**src/rtl/fft_mag_calc.sv**
```systemverilog
// fft_mag_calc
// Turns the FFT core's complex output stream into a 16-bit magnitude stream
// (alpha-max-plus-beta-min estimate), checks the input framing and reports
// the strongest bin of the displayed half-spectrum once per frame.
module fft_mag_calc #(
   parameter int TRANSFORM_LEN = 1024,
   parameter int SCALE_SHIFT   = 0
) (
   input  logic        clk_50m,
   input  logic        rst_n,
   input  logic [15:0] src_real,
   input  logic [15:0] src_imag,
   input  logic        src_sop,
   input  logic        src_eop,
   input  logic        src_valid,
   output logic        src_ready,
   output logic [15:0] fft_data,
   output logic        fft_sop,
   output logic        fft_eop,
   output logic        fft_valid,
   output logic [9:0]  peak_bin,
   output logic [15:0] peak_mag,
   output logic        peak_valid,
   output logic        frame_err
);

   localparam int CNT_W = 10;
   localparam logic [CNT_W-1:0] LAST_BIN  = CNT_W'(TRANSFORM_LEN - 1);
   localparam logic [CNT_W-1:0] HALF_LAST = CNT_W'(TRANSFORM_LEN / 2 - 1);

   typedef enum logic {
      ST_IDLE,
      ST_IN_FRAME
   } state_t;

   // ------------------------------------------------------------------
   // Input side: ready and framing FSM
   // ------------------------------------------------------------------
   state_t            state_reg, state_next;
   logic [CNT_W-1:0]  in_cnt_reg, in_cnt_next;
   logic              ready_reg;
   logic              accept;
   logic              fwd_valid, fwd_sop, fwd_eop;
   logic              err_next;
   logic              frame_err_reg;

   assign accept = src_valid && ready_reg;

   // Ready rises on the first clock after reset release and stays high
   always_ff @(posedge clk_50m or negedge rst_n) begin
      if (!rst_n) begin
         ready_reg <= 1'b0;
      end else begin
         ready_reg <= 1'b1;
      end
   end

   // Framing state, bin counter and registered error pulse
   always_ff @(posedge clk_50m or negedge rst_n) begin
      if (!rst_n) begin
         state_reg     <= ST_IDLE;
         in_cnt_reg    <= '0;
         frame_err_reg <= 1'b0;
      end else begin
         state_reg     <= state_next;
         in_cnt_reg    <= in_cnt_next;
         frame_err_reg <= err_next;
      end
   end

   // Decide whether each accepted sample is forwarded, and with which flags
   always_comb begin
      state_next  = state_reg;
      in_cnt_next = in_cnt_reg;
      fwd_valid   = 1'b0;
      fwd_sop     = 1'b0;
      fwd_eop     = 1'b0;
      err_next    = 1'b0;
      if (accept) begin
         case (state_reg)
            ST_IDLE: begin
               if (src_sop && !src_eop) begin
                  fwd_valid   = 1'b1;
                  fwd_sop     = 1'b1;
                  in_cnt_next = CNT_W'(1);
                  state_next  = ST_IN_FRAME;
               end else begin
                  // no frame open (or degenerate sop+eop): drop it
                  err_next = 1'b1;
               end
            end
            ST_IN_FRAME: begin
               if (src_sop && src_eop) begin
                  err_next   = 1'b1;
                  state_next = ST_IDLE;
               end else if (src_sop) begin
                  // premature sop restarts the frame from bin 0
                  err_next    = 1'b1;
                  fwd_valid   = 1'b1;
                  fwd_sop     = 1'b1;
                  in_cnt_next = CNT_W'(1);
               end else if (src_eop) begin
                  fwd_valid  = 1'b1;
                  fwd_eop    = 1'b1;
                  err_next   = (in_cnt_reg != LAST_BIN);
                  state_next = ST_IDLE;
               end else if (in_cnt_reg == LAST_BIN) begin
                  // last bin arrived without eop: close the frame ourselves
                  fwd_valid  = 1'b1;
                  fwd_eop    = 1'b1;
                  err_next   = 1'b1;
                  state_next = ST_IDLE;
               end else begin
                  fwd_valid   = 1'b1;
                  in_cnt_next = in_cnt_reg + CNT_W'(1);
               end
            end
            default: begin
               state_next = ST_IDLE;
            end
         endcase
      end
   end

   // ------------------------------------------------------------------
   // Stage 1: absolute values, saturating -32768 to 32767
   // ------------------------------------------------------------------
   logic [15:0] src_comp [2];
   logic [14:0] abs_next [2];
   logic [14:0] abs_reg  [2];
   logic        s1_valid_reg, s1_sop_reg, s1_eop_reg;

   assign src_comp[0] = src_real;
   assign src_comp[1] = src_imag;

   for (genvar gi = 0; gi < 2; gi++) begin : g_abs
      assign abs_next[gi] = (src_comp[gi] == 16'h8000) ? 15'h7FFF :
                            src_comp[gi][15] ? 15'(~src_comp[gi] + 16'd1) :
                                               src_comp[gi][14:0];
   end

   // Stage 1 register: magnitudes of both parts plus framing flags
   always_ff @(posedge clk_50m or negedge rst_n) begin
      if (!rst_n) begin
         abs_reg[0]   <= '0;
         abs_reg[1]   <= '0;
         s1_valid_reg <= 1'b0;
         s1_sop_reg   <= 1'b0;
         s1_eop_reg   <= 1'b0;
      end else begin
         abs_reg[0]   <= abs_next[0];
         abs_reg[1]   <= abs_next[1];
         s1_valid_reg <= fwd_valid;
         s1_sop_reg   <= fwd_sop;
         s1_eop_reg   <= fwd_eop;
      end
   end

   // ------------------------------------------------------------------
   // Stage 2: sort into larger / smaller component
   // ------------------------------------------------------------------
   logic [14:0] mx_next, mn_next;
   logic [14:0] mx_reg, mn_reg;
   logic        s2_valid_reg, s2_sop_reg, s2_eop_reg;

   assign mx_next = (abs_reg[0] >= abs_reg[1]) ? abs_reg[0] : abs_reg[1];
   assign mn_next = (abs_reg[0] >= abs_reg[1]) ? abs_reg[1] : abs_reg[0];

   // Stage 2 register: max/min pair plus framing flags
   always_ff @(posedge clk_50m or negedge rst_n) begin
      if (!rst_n) begin
         mx_reg       <= '0;
         mn_reg       <= '0;
         s2_valid_reg <= 1'b0;
         s2_sop_reg   <= 1'b0;
         s2_eop_reg   <= 1'b0;
      end else begin
         mx_reg       <= mx_next;
         mn_reg       <= mn_next;
         s2_valid_reg <= s1_valid_reg;
         s2_sop_reg   <= s1_sop_reg;
         s2_eop_reg   <= s1_eop_reg;
      end
   end

   // ------------------------------------------------------------------
   // Stage 3: mx + 3/8*mn approximation, scale, saturate to 16 bits
   // ------------------------------------------------------------------
   logic [16:0]      raw_sum;
   logic [16:0]      raw_scaled;
   logic [15:0]      mag_sat;
   logic [15:0]      fft_data_reg;
   logic             fft_valid_reg, fft_sop_reg, fft_eop_reg;
   logic [CNT_W-1:0] out_bin_reg;

   assign raw_sum    = {2'b00, mx_reg} + 17'(mn_reg >> 2) + 17'(mn_reg >> 3);
   assign raw_scaled = raw_sum >> SCALE_SHIFT;
   assign mag_sat    = (raw_scaled > 17'h0FFFF) ? 16'hFFFF : raw_scaled[15:0];

   // Stage 3 register: output magnitude, flags and bin index within the frame
   always_ff @(posedge clk_50m or negedge rst_n) begin
      if (!rst_n) begin
         fft_data_reg  <= '0;
         fft_valid_reg <= 1'b0;
         fft_sop_reg   <= 1'b0;
         fft_eop_reg   <= 1'b0;
         out_bin_reg   <= '0;
      end else begin
         fft_data_reg  <= mag_sat;
         fft_valid_reg <= s2_valid_reg;
         fft_sop_reg   <= s2_sop_reg;
         fft_eop_reg   <= s2_eop_reg;
         if (s2_valid_reg) begin
            out_bin_reg <= s2_sop_reg ? '0 : out_bin_reg + CNT_W'(1);
         end
      end
   end

   // ------------------------------------------------------------------
   // Peak tracker over bins 1..LEN/2-1 of the output stream
   // ------------------------------------------------------------------
   logic [15:0]      cand_mag_reg, cand_mag_next;
   logic [CNT_W-1:0] cand_bin_reg, cand_bin_next;
   logic             in_search;
   logic             peak_hit;
   logic [CNT_W-1:0] peak_bin_reg;
   logic [15:0]      peak_mag_reg;
   logic             peak_valid_reg;

   assign in_search = fft_valid_reg && (out_bin_reg != '0) && (out_bin_reg <= HALF_LAST);
   assign peak_hit  = fft_valid_reg && !fft_sop_reg && (out_bin_reg == HALF_LAST);

   // Candidate update; strict compare keeps the lowest bin on ties
   always_comb begin
      cand_mag_next = cand_mag_reg;
      cand_bin_next = cand_bin_reg;
      if (fft_valid_reg && fft_sop_reg) begin
         cand_mag_next = '0;
         cand_bin_next = '0;
      end else if (in_search && (fft_data_reg > cand_mag_reg)) begin
         cand_mag_next = fft_data_reg;
         cand_bin_next = out_bin_reg;
      end
   end

   // Candidate registers and the published peak, pulsed after the last searched bin
   always_ff @(posedge clk_50m or negedge rst_n) begin
      if (!rst_n) begin
         cand_mag_reg   <= '0;
         cand_bin_reg   <= '0;
         peak_bin_reg   <= '0;
         peak_mag_reg   <= '0;
         peak_valid_reg <= 1'b0;
      end else begin
         cand_mag_reg   <= cand_mag_next;
         cand_bin_reg   <= cand_bin_next;
         peak_valid_reg <= peak_hit;
         if (peak_hit) begin
            peak_bin_reg <= cand_bin_next;
            peak_mag_reg <= cand_mag_next;
         end
      end
   end

   assign src_ready  = ready_reg;
   assign fft_data   = fft_data_reg;
   assign fft_sop    = fft_sop_reg;
   assign fft_eop    = fft_eop_reg;
   assign fft_valid  = fft_valid_reg;
   assign peak_bin   = peak_bin_reg;
   assign peak_mag   = peak_mag_reg;
   assign peak_valid = peak_valid_reg;
   assign frame_err  = frame_err_reg;

endmodule

```
**config.mk**
```make
export PLATFORM = sky130hd
export DESIGN_NAME = fft_mag_calc
export DESIGN_NICKNAME = d
export VERILOG_FILES = /design/src/rtl/fft_mag_calc.sv
export SDC_FILE = /design/constraint.sdc
export NUM_CORES = 1
export LEC_CHECK = 0
export ABC_AREA = 1
export CAP_MARGIN = 20
export CORE_UTILIZATION = 35
export CTS_CLUSTER_SIZE = 28
export DETAILED_ROUTE_END_ITERATION = 10
export GPL_TIMING_DRIVEN = 0
export SETUP_SLACK_MARGIN = 0.3
export SKIP_LAST_GASP = 1
export SLEW_MARGIN = 20
export SYNTH_ARGS = -nofsm -noshare
export SYNTH_HDL_FRONTEND = slang
export SYNTH_SLANG_ARGS = --single-unit
export TNS_END_PERCENT = 30
```
**constraint.sdc**
```tcl
create_clock -name clk_50m -period 2.6 [get_ports clk_50m]
set_input_delay 0.52 -clock clk_50m [delete_from_list [all_inputs] [get_ports clk_50m]]
set_output_delay 0.52 -clock clk_50m [all_outputs]
set_load 0.005 [all_outputs]
```
Yosys cells after proc, flatten, opt, wreduce, memory -nomap -nowiden
Cells that the tools add are included.
{"block": "op_classes", "add_sub_neg": 6, "order_cmp": 4, "n_eq_ne": 9, "mux": 43, "n_bitwise": 3, "n_reduce_logical": 13}
{"cell": "two-way mux 15 bit", "n": 6}
{"cell": "two-way mux 10 bit", "n": 8}
{"cell": "two-way mux 16 bit", "n": 3}
{"cell": "== test 16 bit, second input constant", "n": 2}
{"cell": "adder 15 x 1 -> 15 bit, second input constant", "n": 2}
{"cell": "NOT 15 bit", "n": 2}
{"cell": "two-way mux 1 bit", "n": 21}
{"cell": "adder 10 x 1 -> 10 bit, second input constant", "n": 2}
{"cell": "case mux 10 bit (2 select lines)", "n": 1}
{"cell": "adder 16 x 12 -> 17 bit", "n": 1}
{"cell": "> comparator 17 x 16 -> 1 bit, second input constant", "n": 1}
{"cell": "adder 15 x 13 -> 16 bit", "n": 1}
{"cell": "> comparator 16 bit", "n": 1}
{"cell": "greater-or-equal comparator 15 bit", "n": 1}
{"cell": "== test 10 bit, second input constant", "n": 1}
{"cell": "== test 10 x 9 -> 1 bit, second input constant", "n": 1}
{"cell": "less-or-equal comparator 10 x 9 -> 1 bit, second input constant", "n": 1}
{"cell": "inequality test 10 bit, second input constant", "n": 1}
{"cell": "nonzero test 10 bit", "n": 1}
{"cell": "logical AND 1 bit", "n": 9}
{"cell": "case mux 1 bit (2 select lines)", "n": 4}
{"cell": "inequality test 3 bit, second input constant", "n": 2}
{"cell": "AND reduction 5 bit", "n": 1}
{"cell": "inequality test 2 bit, second input constant", "n": 2}
{"cell": "other kinds (2)", "n": 3}
{"block": "totals", "register_bits": 161, "in_bits": 37, "out_inout_bits": 48, "elab_cells": 102}

Logic depth before layout (Yosys ltp)
{"block": "logic_depth", "word_depth": 7, "depth_mapped": 13}

Worst setup path after synthesis
OpenSTA, ideal clock, no wires.
{"block": "synth_path", "path_kind": "reg2reg", "from": "reg mn_reg[3]", "to": "reg fft_data_reg[13] (netlist: fft_data[13])", "setup_time_ns": 0.125, "arrival_time_ns": 2.285, "required_ns": 2.475, "slack_ns": 0.190, "stages_incl_launch_ff": 13, "path_buffers": 0, "synth_period_minus_slack_ns": 2.410, "path_cell_list": "dfrtp_1 > inv_1 > fa_1 > inv_1 > ha_1 > fa_1 > nand3_1 > nand2_1 > a21oi_1 > o21ai_0 > nand2_1 > nand2_1 > xor2_1"}
{"block": "synth_via", "elab_chain_cells": 4}
{"element": "from (decl)", "line": "163", "rtl": "logic [14:0] mx_reg, mn_reg;"}
{"element": "from (signal assigned)", "line": "179", "rtl": "mn_reg <= mn_next;"}
{"element": "adder 15 x 13 -> 16 bit", "line": "196", "rtl": "assign raw_sum = {2'b00, mx_reg} + 17'(mn_reg >> 2) + 17'(mn_reg >> 3);"}
{"element": "adder 16 x 12 -> 17 bit (*)", "line": "196"}
{"element": "> comparator 17 x 16 -> 1 bit", "line": "198", "rtl": "assign mag_sat = (raw_scaled > 17'h0FFFF) ? 16'hFFFF : raw_scaled[15:0];"}
{"element": "two-way mux 16 bit (*)", "line": "198"}
{"element": "via mag_sat[13]", "line": "191", "rtl": "logic [15:0] mag_sat;"}
{"element": "to (signal assigned)", "line": "209", "rtl": "fft_data_reg <= mag_sat;"}
{"element": "to (decl)", "line": "192", "rtl": "logic [15:0] fft_data_reg;"}
The timed path passes the listed nets; every way through them passes the cells marked *.
A chain may end at the register's enable or synchronous reset.

Final worst setup path
{"block": "layout_path", "from": "reg mn_reg[4]", "to": "reg fft_data_reg[13] (netlist: fft_data[13])"}
The elaborated chain is that of the path after synthesis.

==> flow_results.xml <==
<?xml version="1.0" encoding="UTF-8"?>
<metrics>
  <group name="timing">
    <metric name="worst_pin_slew" unit="ns">0.503</metric>
    <metric name="worst_slack" unit="ns">0.295</metric>
    <metric name="worst_clock_skew" unit="ns">0.00703</metric>
    <metric name="number_of_failing_hold_endpoints_at_the_final_stage" unit="">0</metric>
    <metric name="final_period_minus_worst_setup_slack" unit="ns">2.31</metric>
    <metric name="rsz0062_at_grt" unit="">yes</metric>
    <metric name="min_period_over_period" unit="%">88.7</metric>
    <metric name="max_clock_freq" unit="MHz">434</metric>
    <metric name="whs" unit="ns">0.349</metric>
    <metric name="finalSetupViolations" unit="">0</metric>
    <metric name="timing.max_slew.rel_slack" unit="%">66.4</metric>
    <metric name="report.final.slew_viol_count" unit="">0</metric>
  </group>
  <group name="cells_and_area">
    <metric name="leading_cell_type_in_the_layout_fill_and_taps_excluded" unit="">nand2_1</metric>
    <metric name="largest_register_ffs" unit="">30</metric>
    <metric name="n_antenna_cell" unit="">0</metric>
    <metric name="cell_area_after_layout" unit="um2">10600</metric>
    <metric name="nFillCells" unit="">2468</metric>
    <metric name="area.growth.synth_to_final" unit="%">22.5</metric>
    <metric name="mostFrequentLayoutCells" unit="">240 x nand2_1, 159 x dfrtp_1, 127 x inv_1, 82 x clkdlybuf4s50_1, 70 x nand4_1</metric>
    <metric name="drive_above_1_share" unit="%">10.2</metric>
    <metric name="design.final.nets" unit="">1210</metric>
    <metric name="finalCoreUtilization" unit="%">43.7</metric>
  </group>
  <group name="route">
    <metric name="finalWirelength" unit="mm">18.1</metric>
    <metric name="drtAntennaViolNets" unit="">0</metric>
    <metric name="dr_total_vias" unit="">6770</metric>
    <metric name="dr.pass1.iters" unit="">4</metric>
    <metric name="average_routed_wire_per_standard_cell" unit="um">12.5</metric>
    <metric name="vias_per_cell" unit="">4.68</metric>
    <metric name="detailedRoute.firstIterationViolations" unit="">272</metric>
    <metric name="remaining_drc_errors" unit="">0</metric>
  </group>
  <group name="global_route">
    <metric name="first_global_vias" unit="">6668</metric>
    <metric name="antenna_found_initial" unit="">0</metric>
    <metric name="globalRoute.busiestLayer" unit="">met2</metric>
    <metric name="gr-usage-all-layers" unit="%">15.4</metric>
    <metric name="grt_overflow_total" unit="">0</metric>
    <metric name="grt_pass1_wl" unit="mm">31.8</metric>
    <metric name="grt_use_met1" unit="%">20.3</metric>
    <metric name="grt_met3_use" unit="%">3.05</metric>
    <metric name="grt_start_max_net_pins" unit="">92</metric>
    <metric name="groute.layer.met2.usage" unit="%">25.4</metric>
  </group>
  <group name="worst_setup_path">
    <metric name="worst_r2r_endpoint" unit="">fft_data[13]</metric>
    <metric name="crit_end" unit="">fft_data[13]</metric>
    <metric name="reg2regPathDepth" unit="">12</metric>
    <metric name="regToRegStartpoint" unit="">mn_reg[4]</metric>
    <metric name="critPathArrivalTime" unit="ns">2.61</metric>
    <metric name="r2r_slack" unit="ns">0.29</metric>
    <metric name="launching_element_of_the_worst_setup_path" unit="">mn_reg[4]</metric>
    <metric name="worstPathMaxFanout" unit="">3</metric>
    <metric name="critical_path.startpoint_type" unit="">flop</metric>
    <metric name="timing.critical_path.required" unit="ns">2.90</metric>
    <metric name="crit_type" unit="">flop to flop</metric>
    <metric name="crit_path_capture_type" unit="">flop</metric>
  </group>
  <group name="hold_path">
    <metric name="holdCritPathClass" unit="">flop to flop</metric>
  </group>
  <group name="synthesis">
    <metric name="synth.ff_latch_count" unit="">159</metric>
    <metric name="synth.yosys.warnings" unit="">0</metric>
    <metric name="yosysSeqAreaShare" unit="%">46.0</metric>
    <metric name="synth_nets" unit="">1100</metric>
    <metric name="postSynthCellCount" unit="">999</metric>
    <metric name="avg_inst_size_synth" unit="um2">8.65</metric>
    <metric name="synthDistinctLibCells" unit="">45</metric>
    <metric name="netlist_area" unit="um2">8650</metric>
  </group>
  <group name="placed_design">
    <metric name="finalWeightedCongestion" unit="">0.829</metric>
    <metric name="postPlaceCellArea" unit="um2">9950</metric>
    <metric name="detailedPlace.worstSlack" unit="ns">0.133</metric>
    <metric name="detailed_place_hpwl" unit="mm">14.0</metric>
    <metric name="port-buffer-count" unit="">83</metric>
  </group>
  <group name="floorplanning">
    <metric name="pin_count" unit="">85</metric>
    <metric name="placement_rows" unit="">57</metric>
    <metric name="floorplan.die_area" unit="um2">25300</metric>
    <metric name="die_w" unit="um">159</metric>
    <metric name="start_util" unit="%">35.7</metric>
    <metric name="coreArea" unit="um2">24200</metric>
    <metric name="chipHeight" unit="um">159</metric>
  </group>
  <group name="job">
    <metric name="timing.max_cap.violations" unit="">0</metric>
  </group>
  <group name="pwr">
    <metric name="leakage" unit="nW">5.36</metric>
    <metric name="power-per-cell-area" unit="nW/um2">895</metric>
    <metric name="worst_ir_drop_vdd" unit="V">0.000466</metric>
    <metric name="design_power_total" unit="mW">9.47</metric>
  </group>
  <group name="clock_network">
    <metric name="htree_num_levels" unit="">4</metric>
    <metric name="worst_skew_pair_later_pin_latency" unit="ns">0.42</metric>
    <metric name="cts_tree" unit="">yes</metric>
    <metric name="clock_sinks" unit="">159</metric>
    <metric name="cts.root.buffer_cell" unit="">clkbuf_16</metric>
    <metric name="inserted_clock_buffers" unit="">17</metric>
    <metric name="clkTransAtPathRegs" unit="ns">0.06</metric>
    <metric name="cts_max_path_buffers" unit="">2</metric>
  </group>
  <group name="status">
    <metric name="status" unit="">finished clean</metric>
  </group>
</metrics>
cell families after synthesis:
group,synth area share [%]
AO/OA/AOI/OAI,5.25
XOR/XNOR,3.04
adder cells (fa/ha/maj),10.4
buffers and inverters,7.68
flip-flops,46.0
other,0.0434
AND/OR/NAND/NOR,27.6
worst min-delay path by stage:
stage	from	endpoint	slack [ns]	depth (start not counted)
2_1_floorplan	rst_n	abs_reg[0]	0.22	0
3_3_place_gp	s1_sop_reg	s2_sop_reg	0.33	0
3_5_place_dp	rst_n	peak_mag[5]	0.34	1
4_1_cts	s1_valid_reg	s2_valid_reg	0.35	0
5_1_grt	s1_valid_reg	s2_valid_reg	0.36	0
6_report	s1_valid_reg	s2_valid_reg	0.35	0
Yosys cell counts, drive strengths merged:
cell type | instances | area [um2]
a211oi | 1 | 7.51
a21boi | 1 | 7.51
a21o | 1 | 7.51
a21oi | 32 | 160
a31oi | 3 | 18.8
and3 | 25 | 156
and3b | 1 | 8.76
buf | 19 | 113
clkbuf | 16 | 63.8
conb | 1 | 3.75
dfrtp | 159 | 3980
fa | 13 | 260
ha | 51 | 638
inv | 130 | 488
nand2 | 262 | 1040
nand3 | 61 | 325
nand3b | 5 | 50.1
nand4 | 72 | 463
nor2 | 52 | 210
nor3 | 14 | 90.1
nor3b | 1 | 7.51
o211ai | 3 | 22.5
o21a | 1 | 7.51
o21ai | 32 | 164
o21bai | 4 | 30.0
o22ai | 2 | 12.5
o31ai | 1 | 7.51
o41ai | 1 | 8.76
or2 | 5 | 31.3
xnor2 | 7 | 61.3
xor2 | 23 | 201
repair_timing:
item,CTS,global route
gates resized for setup,7,5
hold endpoints to repair,14,0
setup endpoints to repair,5,11
setup buffers,1,4
hold buffers,1,0
pin swaps,5,7
gates cloned,0,0
worst max-delay path: stages (launching register included):
cell	delay [ns]
dfrtp_1	0.38
inv_1	0.06
fa_1	0.47
inv_1	0.04
ha_2	0.18
fa_2	0.35
nand3_2	0.10
nand2_4	0.06
a21oi_4	0.19
o21ai_2	0.08
nand2_1	0.07
nand2_1	0.06
xor2_1	0.13
per-layer routing:
| layer | vias up | wire length, um |
|---|---|---|
| met2 | 137 | 8580 |
| li1 | 3500 | - |
| met4 | 0 | 270 |
| met5 | - | 0 |
| met1 | 3110 | 8630 |
| met3 | 23 | 637 |
per-stage QoR:
step,std cells,TNS [ns]
after floorplan,999,0
after global placement,1406,-864.99
after detailed placement,1408,0
after CTS,1442,0
after global routing,1446,0
final,1446,0
report_power, final:
group / switching [mW] / internal (mW) / total, mW
combinational: 2.15 / 1.70 / 3.85
sequential: 0.351 / 3.02 / 3.37
clock: 0.983 / 1.27 / 2.25
area by class of cell:
cell class	instances	area (um2)	area share, %
multi-input cells	675	4060	38.3
flip-flops and latches	159	3980	37.6
repair buffers	91	938	8.86
inverters	130	488	4.61
clock buffers	20	457	4.31
well taps	324	405	3.83
plain buffers	35	176	1.67
clock inverters	12	86.3	0.815
No activity file was read; power rests on OpenSTA's default activity.
==> RTL change (same settings) <==
Register the output `frame_err` once more, with the module's reset; this adds one clock of latency there. The other outputs are not delayed to match.
--- a/src/rtl/fft_mag_calc.sv
+++ b/src/rtl/fft_mag_calc.sv
@@ -270,7 +270,13 @@
    assign peak_bin   = peak_bin_reg;
    assign peak_mag   = peak_mag_reg;
    assign peak_valid = peak_valid_reg;
-   assign frame_err  = frame_err_reg;
+   always_ff @(posedge clk_50m or negedge rst_n) begin
+      if (!rst_n) begin
+         frame_err <= '0;
+      end else begin
+         frame_err <= frame_err_reg;
+      end
+   end
 
 endmodule
 
Function: changed (Yosys sat finds a counterexample within 4 cycles, from zero or initial values and one cycle with rst_n low).
==> RTL change against the original RTL <==
Highest routed layer unchanged; area after synthesis increased by 0.29%; die area increased by 0.28%; power increased by 3.5%; hold slack got worse by 0.30 ns; clock skew increased by 0.0071 ns; fmax decreased by 0.17%; clock power increased by 4%; sequential cell count increased by 1; global-route usage decreased by 0.36 points; wire length decreased by 1.1%; synthesized cell count increased by 0.10%; cell area increased by 0.96%; worst setup slack got worse by 0.0039 ns.
==> RTL change: results <==
set metrics [dict create \
    gp_congestion 0.828 \
    synth_seq_area_share_pct 46.2 \
    ys_top_cells_by_count "nand2_1 (241), dfrtp_1 (160), inv_1 (127)" \
    worst_r2r_startpoint "mx_reg[1]" \
    drive_above_1_share_pct 11.4 \
    dp_hpwl_microns 13700 \
    leakage_nw 5.39 \
    finClkSkew_ns 0.0142 \
    status "complete, no violations" \
    final_nets 1215 \
    holdWs_ns 0.0515 \
    grt_pass1_wl_microns 31300 \
    met3_usage_pct 2.71 \
    yosys-top-cells-area "dfrtp_1 (46%), nand2_1 (10%), ha_1 (7.4%)" \
    track_usage_pct 15.0 \
    placed_area_sq_um 9950 \
    worstRegToRegCells 11 \
    numCtsBuffers 17 \
    cp_data_arrival_time_ns 2.60 \
    grt_pass1_vias 6562 \
    syn_nets 1101 \
    r2r-end "fft_data[15]" \
    max_slew_margin_pct 65.7 \
    grt_use_met1_pct 20.3 \
    synthXorXnorAreaFrac_pct 3.03 \
    num_vias 6817 \
    synth-adder-area-share_pct 10.4 \
    hold_class "in -> async" \
    dr.pass1.iters 5 \
    worstSkewPairLatency_ns 0.42 \
    vdd_drop_max_mv 0.443 \
    synth_top_family_by_area "simple AND/OR/NAND/NOR gates" \
    synthMuxAreaShare_pct 0 \
    wl_per_cell_microns 12.4 \
    first_iter_violations 367 \
    use_met2_pct 24.6 \
    synth-compound-area-share_pct 5.24 \
]
RTL change: changes by cell type in the layout (fill, tap and decap cells not counted), moves of 2 or more:
| cell | delta |
|---|---|
| buf_4 | +5 |
| ha_4 | +2 |
| nand2_2 | +2 |
| clkinv_2 | -3 |
| inv_2 | +2 |
| inv_6 | +3 |
| ha_1 | -2 |
| nand2_1 | -2 |
| clkinv_4 | -2 |
| inv_1 | -2 |
RTL change: report_power, final:
part	switching (mW)	leakage (nW)	total (mW)	internal (mW)
logic	2.22	3.12	4.09	1.87
registers	0.354	2.01	3.39	3.03
clock network	1.04	0.262	2.33	1.29
RTL change: final cells by class:
type	instances	area, sq um
well taps	324	405
repair buffers	95	950
clock buffers	20	457
multi-input cells	675	4110
fillers	2362	13600
flip-flops and latches	160	4000
inverters	130	488
clock inverters	12	98.8
plain buffers	35	176
RTL change: cell families (layout without fill, tap and decap cells):
logic type	count (synthesis)	in the layout
xor+xnor	30	30
buf+inv	165	292
compound gates	82	82
flops	160	160
other cells	1	1
simple gates	498	498
fa+ha+maj	64	64
RTL change: stage by stage:
| step | util [%] | std cells | worst slack [ns] |
|---|---|---|---|
| after floorplan | - | 1000 | 0.313 |
| after global placement | 40.8 | 1407 | -5.43 |
| after detailed placement | 40.9 | 1408 | 0.125 |
| after CTS | 43.7 | 1449 | 0.275 |
| after global routing | 44.0 | 1451 | 0.199 |
| final | 44.0 | 1451 | 0.291 |
RTL change: how the worst max path moves through the flow:
stage	from	slack, ns	depth (start not counted)	end
6_report	mx_reg[1]	0.29	11	fft_data[15]
5_1_grt	mn_reg[3]	0.20	12	fft_data[13]
4_1_cts	mx_reg[1]	0.27	12	fft_data[13]
3_5_place_dp	mn_reg[3]	0.12	12	fft_data[13]
3_3_place_gp	rst_n	-5.43	1	abs_reg[1]
2_1_floorplan	mn_reg[3]	0.31	12	fft_data[13]
RTL change: timing repair:
| action | in CTS | in global routing |
|---|---|---|
| hold buffers | 0 | 0 |
| setup endpoints to repair | 6 | 11 |
| setup buffers | 9 | 2 |
| hold endpoints to repair | 0 | 0 |
| cloned | 0 | 0 |
| gates resized for setup | 14 | 10 |
| pin swaps | 15 | 10 |
RTL change: critical path, cell delays in order (launching register included):
cell and delay, ns:
dfrtp_1 0.33, inv_2 0.04, fa_1 0.52, inv_1 0.04, ha_2 0.18, fa_2 0.35, nand3_2 0.09, nand2_4 0.07
a21oi_4 0.20, nor3_2 0.07, nor2_2 0.15, o22ai_1 0.12
RTL change: routing by layer:
metal	routed length (microns)	vias to the layer above
li1	-	3507
met4	119	0
met1	8720	3172
met2	8560	130
met5	0	-
met3	531	8
